File: config.mk
export PLATFORM = sky130hd
export DESIGN_NAME = neuron_accum
export DESIGN_NICKNAME = d
export VERILOG_FILES = /design/src/rtl/nn_pkg.sv /design/src/rtl/fx_round_sat.sv /design/src/rtl/neuron_accum.sv
export SDC_FILE = /design/constraint.sdc
export NUM_CORES = 2
export LEC_CHECK = 0
export CORE_MARGIN = 2
export CORE_UTILIZATION = 40
export CTS_CLUSTER_DIAMETER = 120
export DETAILED_ROUTE_END_ITERATION = 12
export GPL_ROUTABILITY_DRIVEN = 0
export PLACE_DENSITY_LB_ADDON = 0.05
export SLEW_MARGIN = 0
export SYNTH_ARGS = -nofsm -noshare
export SYNTH_HDL_FRONTEND = slang
export SYNTH_SLANG_ARGS = --single-unit
File: constraint.sdc
create_clock -name clk -period 13.5 [get_ports clk]
set_input_delay 4.05 -clock clk [delete_from_list [all_inputs] [get_ports clk]]
set_output_delay 4.05 -clock clk [all_outputs]
set_load 0.02 [all_outputs]
File: src/rtl/nn_pkg.sv
`default_nettype none
// ============================================================================
//  Module      : nn_pkg
//  Description : Shared definitions for the neuron datapath: default widths,
//                the accumulator FSM state encoding and Q-format constants.
//  Revision    : 1.0  initial release
// ============================================================================
package nn_pkg;

    // Default operand geometry: Q16.16 signed operands, 32-bit neuron index.
    localparam int DEF_DATA_W = 32;
    localparam int DEF_FRAC_W = 16;
    localparam int DEF_ID_W   = 32;
    localparam int DEF_N_IN   = 4;

    // Accumulator FSM states.
    typedef enum logic [1:0] {
        IDLE = 2'd0,
        ACC  = 2'd1,
        RND  = 2'd2,
        OUT  = 2'd3
    } nn_state_t;

    // Q-format constants for the default operand format.
    localparam logic [DEF_DATA_W-1:0] ONE      = DEF_DATA_W'(1) << DEF_FRAC_W;
    localparam logic [DEF_DATA_W-1:0] HALF_LSB = DEF_DATA_W'(1) << (DEF_FRAC_W - 1);
    localparam logic [DEF_DATA_W-1:0] SAT_MAX  = {1'b0, {(DEF_DATA_W-1){1'b1}}};
    localparam logic [DEF_DATA_W-1:0] SAT_MIN  = {1'b1, {(DEF_DATA_W-1){1'b0}}};

    // Accumulator width that cannot overflow for up to 1024 full-scale
    // products plus the aligned bias: 2*DATA_W product bits + 10 growth bits
    // + 1 bit of headroom for the bias term.
    function automatic int acc_width(input int data_w);
        return 2 * data_w + 11;
    endfunction

endpackage
`default_nettype wire

File: src/rtl/fx_round_sat.sv
`default_nettype none
// ============================================================================
//  Module      : fx_round_sat
//  Description : Combinational fixed-point narrowing. Takes a wide signed
//                value carrying FRAC_W extra fraction bits, rounds half-up
//                (toward +inf) and saturates to a signed OUT_W result.
//  Revision    : 1.0  initial release
// ============================================================================
module fx_round_sat
    import nn_pkg::*;
#(
    parameter int IN_W   = 75,
    parameter int OUT_W  = 32,
    parameter int FRAC_W = 16
) (
    input  logic [IN_W-1:0]  acc_in,
    output logic [OUT_W-1:0] val,
    output logic             sat
);

    // One extra bit so adding the rounding constant can never wrap.
    localparam int EXT_W = IN_W + 1;
    localparam logic [EXT_W-1:0] c_round_half = EXT_W'(1) << (FRAC_W - 1);
    localparam logic [OUT_W-1:0] c_sat_max    = {1'b0, {(OUT_W-1){1'b1}}};
    localparam logic [OUT_W-1:0] c_sat_min    = {1'b1, {(OUT_W-1){1'b0}}};

    logic [EXT_W-1:0]           w_ext;
    logic [EXT_W-1:0]           w_sum;
    logic signed [EXT_W-1:0]    w_shift;
    logic [EXT_W-OUT_W:0]       w_top;
    logic                       w_pos_ovf;
    logic                       w_neg_ovf;

    assign w_ext   = {acc_in[IN_W-1], acc_in};
    assign w_sum   = w_ext + c_round_half;
    assign w_shift = $signed(w_sum) >>> FRAC_W;

    // The result fits only if every bit from the output sign bit upward is a
    // copy of the sign; otherwise the sign decides which rail to clip to.
    assign w_top     = w_shift[EXT_W-1:OUT_W-1];
    assign w_pos_ovf = !w_shift[EXT_W-1] && (|w_top);
    assign w_neg_ovf =  w_shift[EXT_W-1] && !(&w_top);

    // Select the clipped rail or the in-range rounded value.
    always_comb begin
        val = w_shift[OUT_W-1:0];
        sat = 1'b0;
        if (w_pos_ovf) begin
            val = c_sat_max;
            sat = 1'b1;
        end else if (w_neg_ovf) begin
            val = c_sat_min;
            sat = 1'b1;
        end
    end

endmodule
`default_nettype wire

File: src/rtl/neuron_accum.sv
`default_nettype none
// ============================================================================
//  Module      : neuron_accum
//  Description : Per-neuron weighted sum. Takes a bias on start, accumulates
//                N_IN (x, w) products at full precision, then rounds and
//                saturates to the operand Q-format and offers the result,
//                tagged with the neuron index, on a valid/ready port.
//  Revision    : 1.0  initial release
// ============================================================================
module neuron_accum
    import nn_pkg::*;
#(
    parameter int DATA_W = DEF_DATA_W,
    parameter int FRAC_W = DEF_FRAC_W,
    parameter int N_IN   = DEF_N_IN,
    parameter int ID_W   = DEF_ID_W,
    parameter int ACC_W  = acc_width(DATA_W)
) (
    input  logic              clk,
    input  logic              rst,
    input  logic              start,
    input  logic [DATA_W-1:0] bias,
    input  logic [ID_W-1:0]   n_id,
    input  logic              in_valid,
    output logic              in_ready,
    input  logic [DATA_W-1:0] x,
    input  logic [DATA_W-1:0] w,
    output logic              out_valid,
    input  logic              out_ready,
    output logic [DATA_W-1:0] act_out,
    output logic [ID_W-1:0]   n_idx,
    output logic              sat,
    output logic              busy
);

    // Counter is sized for the value N_IN so that N_IN = 1 still gets a bit.
    localparam int PROD_W = 2 * DATA_W;
    localparam int CNT_W  = $clog2(N_IN + 1);
    localparam logic [CNT_W-1:0] c_last_beat = CNT_W'(N_IN - 1);

    nn_state_t          r_state;
    logic [ACC_W-1:0]   r_acc;
    logic [CNT_W-1:0]   r_cnt;
    logic [ID_W-1:0]    r_id_lat;
    logic [DATA_W-1:0]  r_act;
    logic [ID_W-1:0]    r_idx;
    logic               r_sat;
    logic               r_out_valid;

    logic [PROD_W-1:0]  w_x_ext;
    logic [PROD_W-1:0]  w_w_ext;
    logic [PROD_W-1:0]  w_prod;
    logic [ACC_W-1:0]   w_prod_ext;
    logic [ACC_W-1:0]   w_bias_ext;
    logic [DATA_W-1:0]  w_rs_val;
    logic               w_rs_sat;

    // Full 2*DATA_W signed product: both operands are sign-extended to the
    // product width so the multiply is exact in two's complement.
    assign w_x_ext    = {{DATA_W{x[DATA_W-1]}}, x};
    assign w_w_ext    = {{DATA_W{w[DATA_W-1]}}, w};
    assign w_prod     = $signed(w_x_ext) * $signed(w_w_ext);
    assign w_prod_ext = {{(ACC_W-PROD_W){w_prod[PROD_W-1]}}, w_prod};

    // Bias is aligned to the product scale (2*FRAC_W fraction bits).
    assign w_bias_ext = {{(ACC_W-DATA_W-FRAC_W){bias[DATA_W-1]}}, bias, {FRAC_W{1'b0}}};

    fx_round_sat #(
        .IN_W   (ACC_W),
        .OUT_W  (DATA_W),
        .FRAC_W (FRAC_W)
    ) u_round_sat (
        .acc_in (r_acc),
        .val    (w_rs_val),
        .sat    (w_rs_sat)
    );

    // Sequencer: bias load, beat accumulation, one rounding cycle, result hold.
    always_ff @(posedge clk) begin
        if (rst) begin
            r_state     <= IDLE;
            r_acc       <= '0;
            r_cnt       <= '0;
            r_id_lat    <= '0;
            r_act       <= '0;
            r_idx       <= '0;
            r_sat       <= 1'b0;
            r_out_valid <= 1'b0;
        end else begin
            case (r_state)
                IDLE: begin
                    if (start) begin
                        r_acc    <= w_bias_ext;
                        r_id_lat <= n_id;
                        r_cnt    <= '0;
                        r_state  <= ACC;
                    end
                end
                ACC: begin
                    // in_ready is high for the whole state, so in_valid
                    // alone marks an accepted beat.
                    if (in_valid) begin
                        r_acc <= r_acc + w_prod_ext;
                        r_cnt <= r_cnt + CNT_W'(1);
                        if (r_cnt == c_last_beat) begin
                            r_state <= RND;
                        end
                    end
                end
                RND: begin
                    r_act       <= w_rs_val;
                    r_sat       <= w_rs_sat;
                    r_idx       <= r_id_lat;
                    r_out_valid <= 1'b1;
                    r_state     <= OUT;
                end
                OUT: begin
                    // Result stays put until taken; act_out then keeps its
                    // value until the next rounding cycle overwrites it.
                    if (out_ready) begin
                        r_out_valid <= 1'b0;
                        r_state     <= IDLE;
                    end
                end
                default: begin
                    r_state     <= IDLE;
                    r_out_valid <= 1'b0;
                end
            endcase
        end
    end

    assign in_ready  = (r_state == ACC);
    assign busy      = (r_state != IDLE);
    assign out_valid = r_out_valid;
    assign act_out   = r_act;
    assign n_idx     = r_idx;
    assign sat       = r_sat;

endmodule
`default_nettype wire

==> impl_metrics.json <==
{
  "clock_latency_ns": 0.46,
  "detailroute.via_count": 39600,
  "finalCritPeriodShare_pct": 99.3,
  "most_common_cell_type_on_the_critical_path": "fa_1",
  "timing.final.ws_setup_ns": 0.0988,
  "hold_critical_path_depth": 2,
  "clockRootBuffer": "clkbuf_16",
  "die_area_mm2": 0.123,
  "final-hold-violation-count": 0,
  "routed_via_density": 5.01,
  "synth_warnings": 0,
  "global_route.usage.met3_pct": 1.70,
  "worstPathArrival_ns": 13.76,
  "start_kind": "input port",
  "library_cell_contributing_the_largest_single_delay_on_the_critical_path": "fa_1",
  "worstHoldPathType": "reg -> reg",
  "synthArstFlopShare_pct": 0,
  "detailed_placement_wirelength_estimate_mm": 122,
  "avgRoutedWirePerCell_um": 19.5,
  "port_buffers": 200,
  "worst_setup_hold_path_clk_slew_ns": 0.08,
  "placed_area_mm2": 0.0577,
  "die_h_um": 351,
  "postLayoutCellArea_mm2": 0.0615,
  "gr_busiest_metal": "met2",
  "cts.path.max_buffers": 2,
  "cts_max_level": 4,
  "synthDistinctLibCells": 73,
  "finalCriticalPeriod_ns": 13.40,
  "mappedNetlistNets": 6946,
  "report.final.slew_viol_count": 0,
  "max_slew_margin_pct": 25.3,
  "fin_worst_hold_slack_ns": 0.457,
  "clock.fmax_ghz": 0.0746,
  "critical_path_origin": "x[10]",
  "first_global_vias": 41500,
  "multi_input_comb_area_mm2": 0.0410,
  "global_route_wire_length_before_repair_mm": 233,
  "worst_slew_pin_slew_ns": 1.12,
  "postSynthRegisterBits": 178,
  "min_from": "r_id_lat[27]",
  "timing.critical_path.to_type": "flop",
  "ios": 201,
  "grt_setup_unrepaired": "true",
  "worst-path-max-fanout": 6,
  "antenna_found_initial": 8,
  "tns_ns": 0,
  "grtUsageMet2_pct": 43.9,
  "grt_overflow_total": 0,
  "synth_area_mm2": 0.0482,
  "drt_first_pass_iters": 5,
  "initial_utilization_pct": 40.2,
  "seq_area_mm2": 0.00356,
  "seq_area_frac_synth_pct": 7.39,
  "origin_of_the_critical_flop_to_flop_path": "r_acc[16]",
  "count_of_filler_cells_inserted_in_the_layout": 11600,
  "drt-total-wl_mm": 154,
  "outcome": "complete, no violations",
  "synth_enable_flop_cells": 0,
  "netlist_instances": 5461,
  "layout-drive-gt1-share_pct": 19.2,
  "avgSynthCellArea_um2": 8.83,
  "postRouteAntennaNets": 0,
  "critical_path_required_ns": 13.86,
  "worstSetupPathType": "in -> reg",
  "tritoncts_num_sinks": 178,
  "drt_iter0_drc": 2060,
  "drcViolationCount": 0,
  "largest_net_degree_at_the_start_of_global_routing": 110,
  "dieWidth_um": 351,
  "core_mm2": 0.120,
  "worst_case_clock_skew_ns": 0.0194,
  "use_met1_pct": 31.8,
  "dominantRegCellSynth": "dfxtp_1",
  "grt_use_total_pct": 24.1,
  "tritoncts": "done",
  "placementRows": 127,
  "crit_path_max_incr_delay_ns": 0.56,
  "r2r_cells": 12,
  "layout-area-overhead-vs-synth_pct": 27.6,
  "fin_nets": 7753,
  "final-setup-viol-count": 0,
  "numCtsBuffers": 17,
  "pre_cts_slack_ns": -1.09,
  "number_of_max_capacitance_violations_reported": 0
}
Yosys cell counts, types with 15 or more instances:
library cell | n | area [um^2]
fa_1 | 1083 | 21700
inv_1 | 976 | 3660
nand2_1 | 694 | 2610
and2_1 | 497 | 3110
a21oi_1 | 283 | 1420
clkbuf_1 | 283 | 1060
ha_1 | 269 | 3370
nor2_1 | 242 | 908
dfxtp_1 | 178 | 3560
xnor2_1 | 108 | 946
o21ai_0 | 99 | 495
a21o_1 | 72 | 541
xor2_1 | 72 | 631
nor3_1 | 63 | 315
nand3_1 | 50 | 250
nand4_1 | 45 | 282
mux2i_1 | 42 | 420
o21a_1 | 41 | 308
nand2b_1 | 33 | 206
o21bai_1 | 27 | 203
a31oi_1 | 25 | 156
and3_1 | 25 | 156
a211oi_1 | 23 | 173
a221oi_1 | 20 | 175
a22oi_1 | 17 | 128
nor4_1 | 15 | 93.8
layout by cell type (no fill, tap or decap), types with 30 or more instances in the layout:
cell	Yosys	routed
fa_1	1083	1032
inv_1	976	969
buf_4	0	738
nand2_1	694	687
and2_1	497	484
a21oi_1	283	248
ha_1	269	243
nor2_1	242	236
dfxtp_1	178	178
clkdlybuf4s50_1	0	135
xnor2_1	108	102
buf_12	0	97
o21ai_0	99	74
a21o_1	72	72
xor2_1	72	72
nor3_1	63	53
fa_2	0	51
clkbuf_16	0	46
nand4_1	45	45
nand3_1	50	45
o21a_1	41	41
mux2i_1	42	41
nand2b_1	33	32
dlymetal6s2s_1	0	32
a21oi_2	0	30
layer usage:
layer | part of all wire [%] | up-vias
li1 | - | 18400
met1 | 42 | 20300
met2 | 51 | 742
met3 | 4.1 | 153
met4 | 2.4 | 2
met5 | 0.0084 | -
state kept, by name, summed over array words and instances (netlist names):
signal,count
r_acc,75
sat,1
r_state,2
act_out,32
r_cnt,3
n_idx,32
out_valid,1
r_id_lat,32
timing repair:
action,CTS,global route
hold buffers,0,0
setup buffers,48,65
gates resized for setup,157,323
pin swaps,65,174
setup endpoints to repair,29,40
gates cloned,4,29
final cells by class:
type                    count  area share, %
well taps                1612           3.28
multi-input cells        4000           66.7
clock buffers              17          0.691
inverters                 976           5.95
flip-flops and latches    178           5.79
repair buffers           1095           17.3
clock inverters            15          0.297
diodes                      1        0.00407
critical path, delay by kind of cell:
| family | cells | cell delay [ns] |
|---|---|---|
| buffers and inverters | 7 | 0.93 |
| XOR/XNOR | 1 | 0.11 |
| multiplexers | 1 | 0.25 |
| AND/OR/NAND/NOR | 6 | 1.31 |
| AO/OA/AOI/OAI | 11 | 2.46 |
| adder cells (fa/ha/maj) | 10 | 4.62 |
through the flow:
step                      cells  util (%)
after CTS                  7799      49.6
after global routing       7894      51.4
after global placement     7715      48.1
after detailed placement   7715      48.1
after floorplan            5461         -
final                      7894      51.4
kinds of logic (layout without fill, tap and decap cells):
group	Yosys count	after routing	synth area share [%]
AND/OR/NAND/NOR	1737	1737	17.6
other	0	1	0
adder cells (fa/ha/maj)	1352	1352	51.9
buffers and inverters	1283	2103	10.1
multiplexers	42	42	0.872
AO/OA/AOI/OAI	689	689	8.85
XOR/XNOR	180	180	3.27
flip-flops	178	178	7.39
path summary, 6_finish.rpt:
path,slack (ns),endpoint
max,0.1,r_acc[74]
min,0.46,r_id_lat[27]
max reg2reg,9.39,act_out[1]
min reg2reg,0.46,r_id_lat[27]
Power is not shown: default switching activity piles up to over one toggle a cycle in this logic, so the estimate is an artifact.
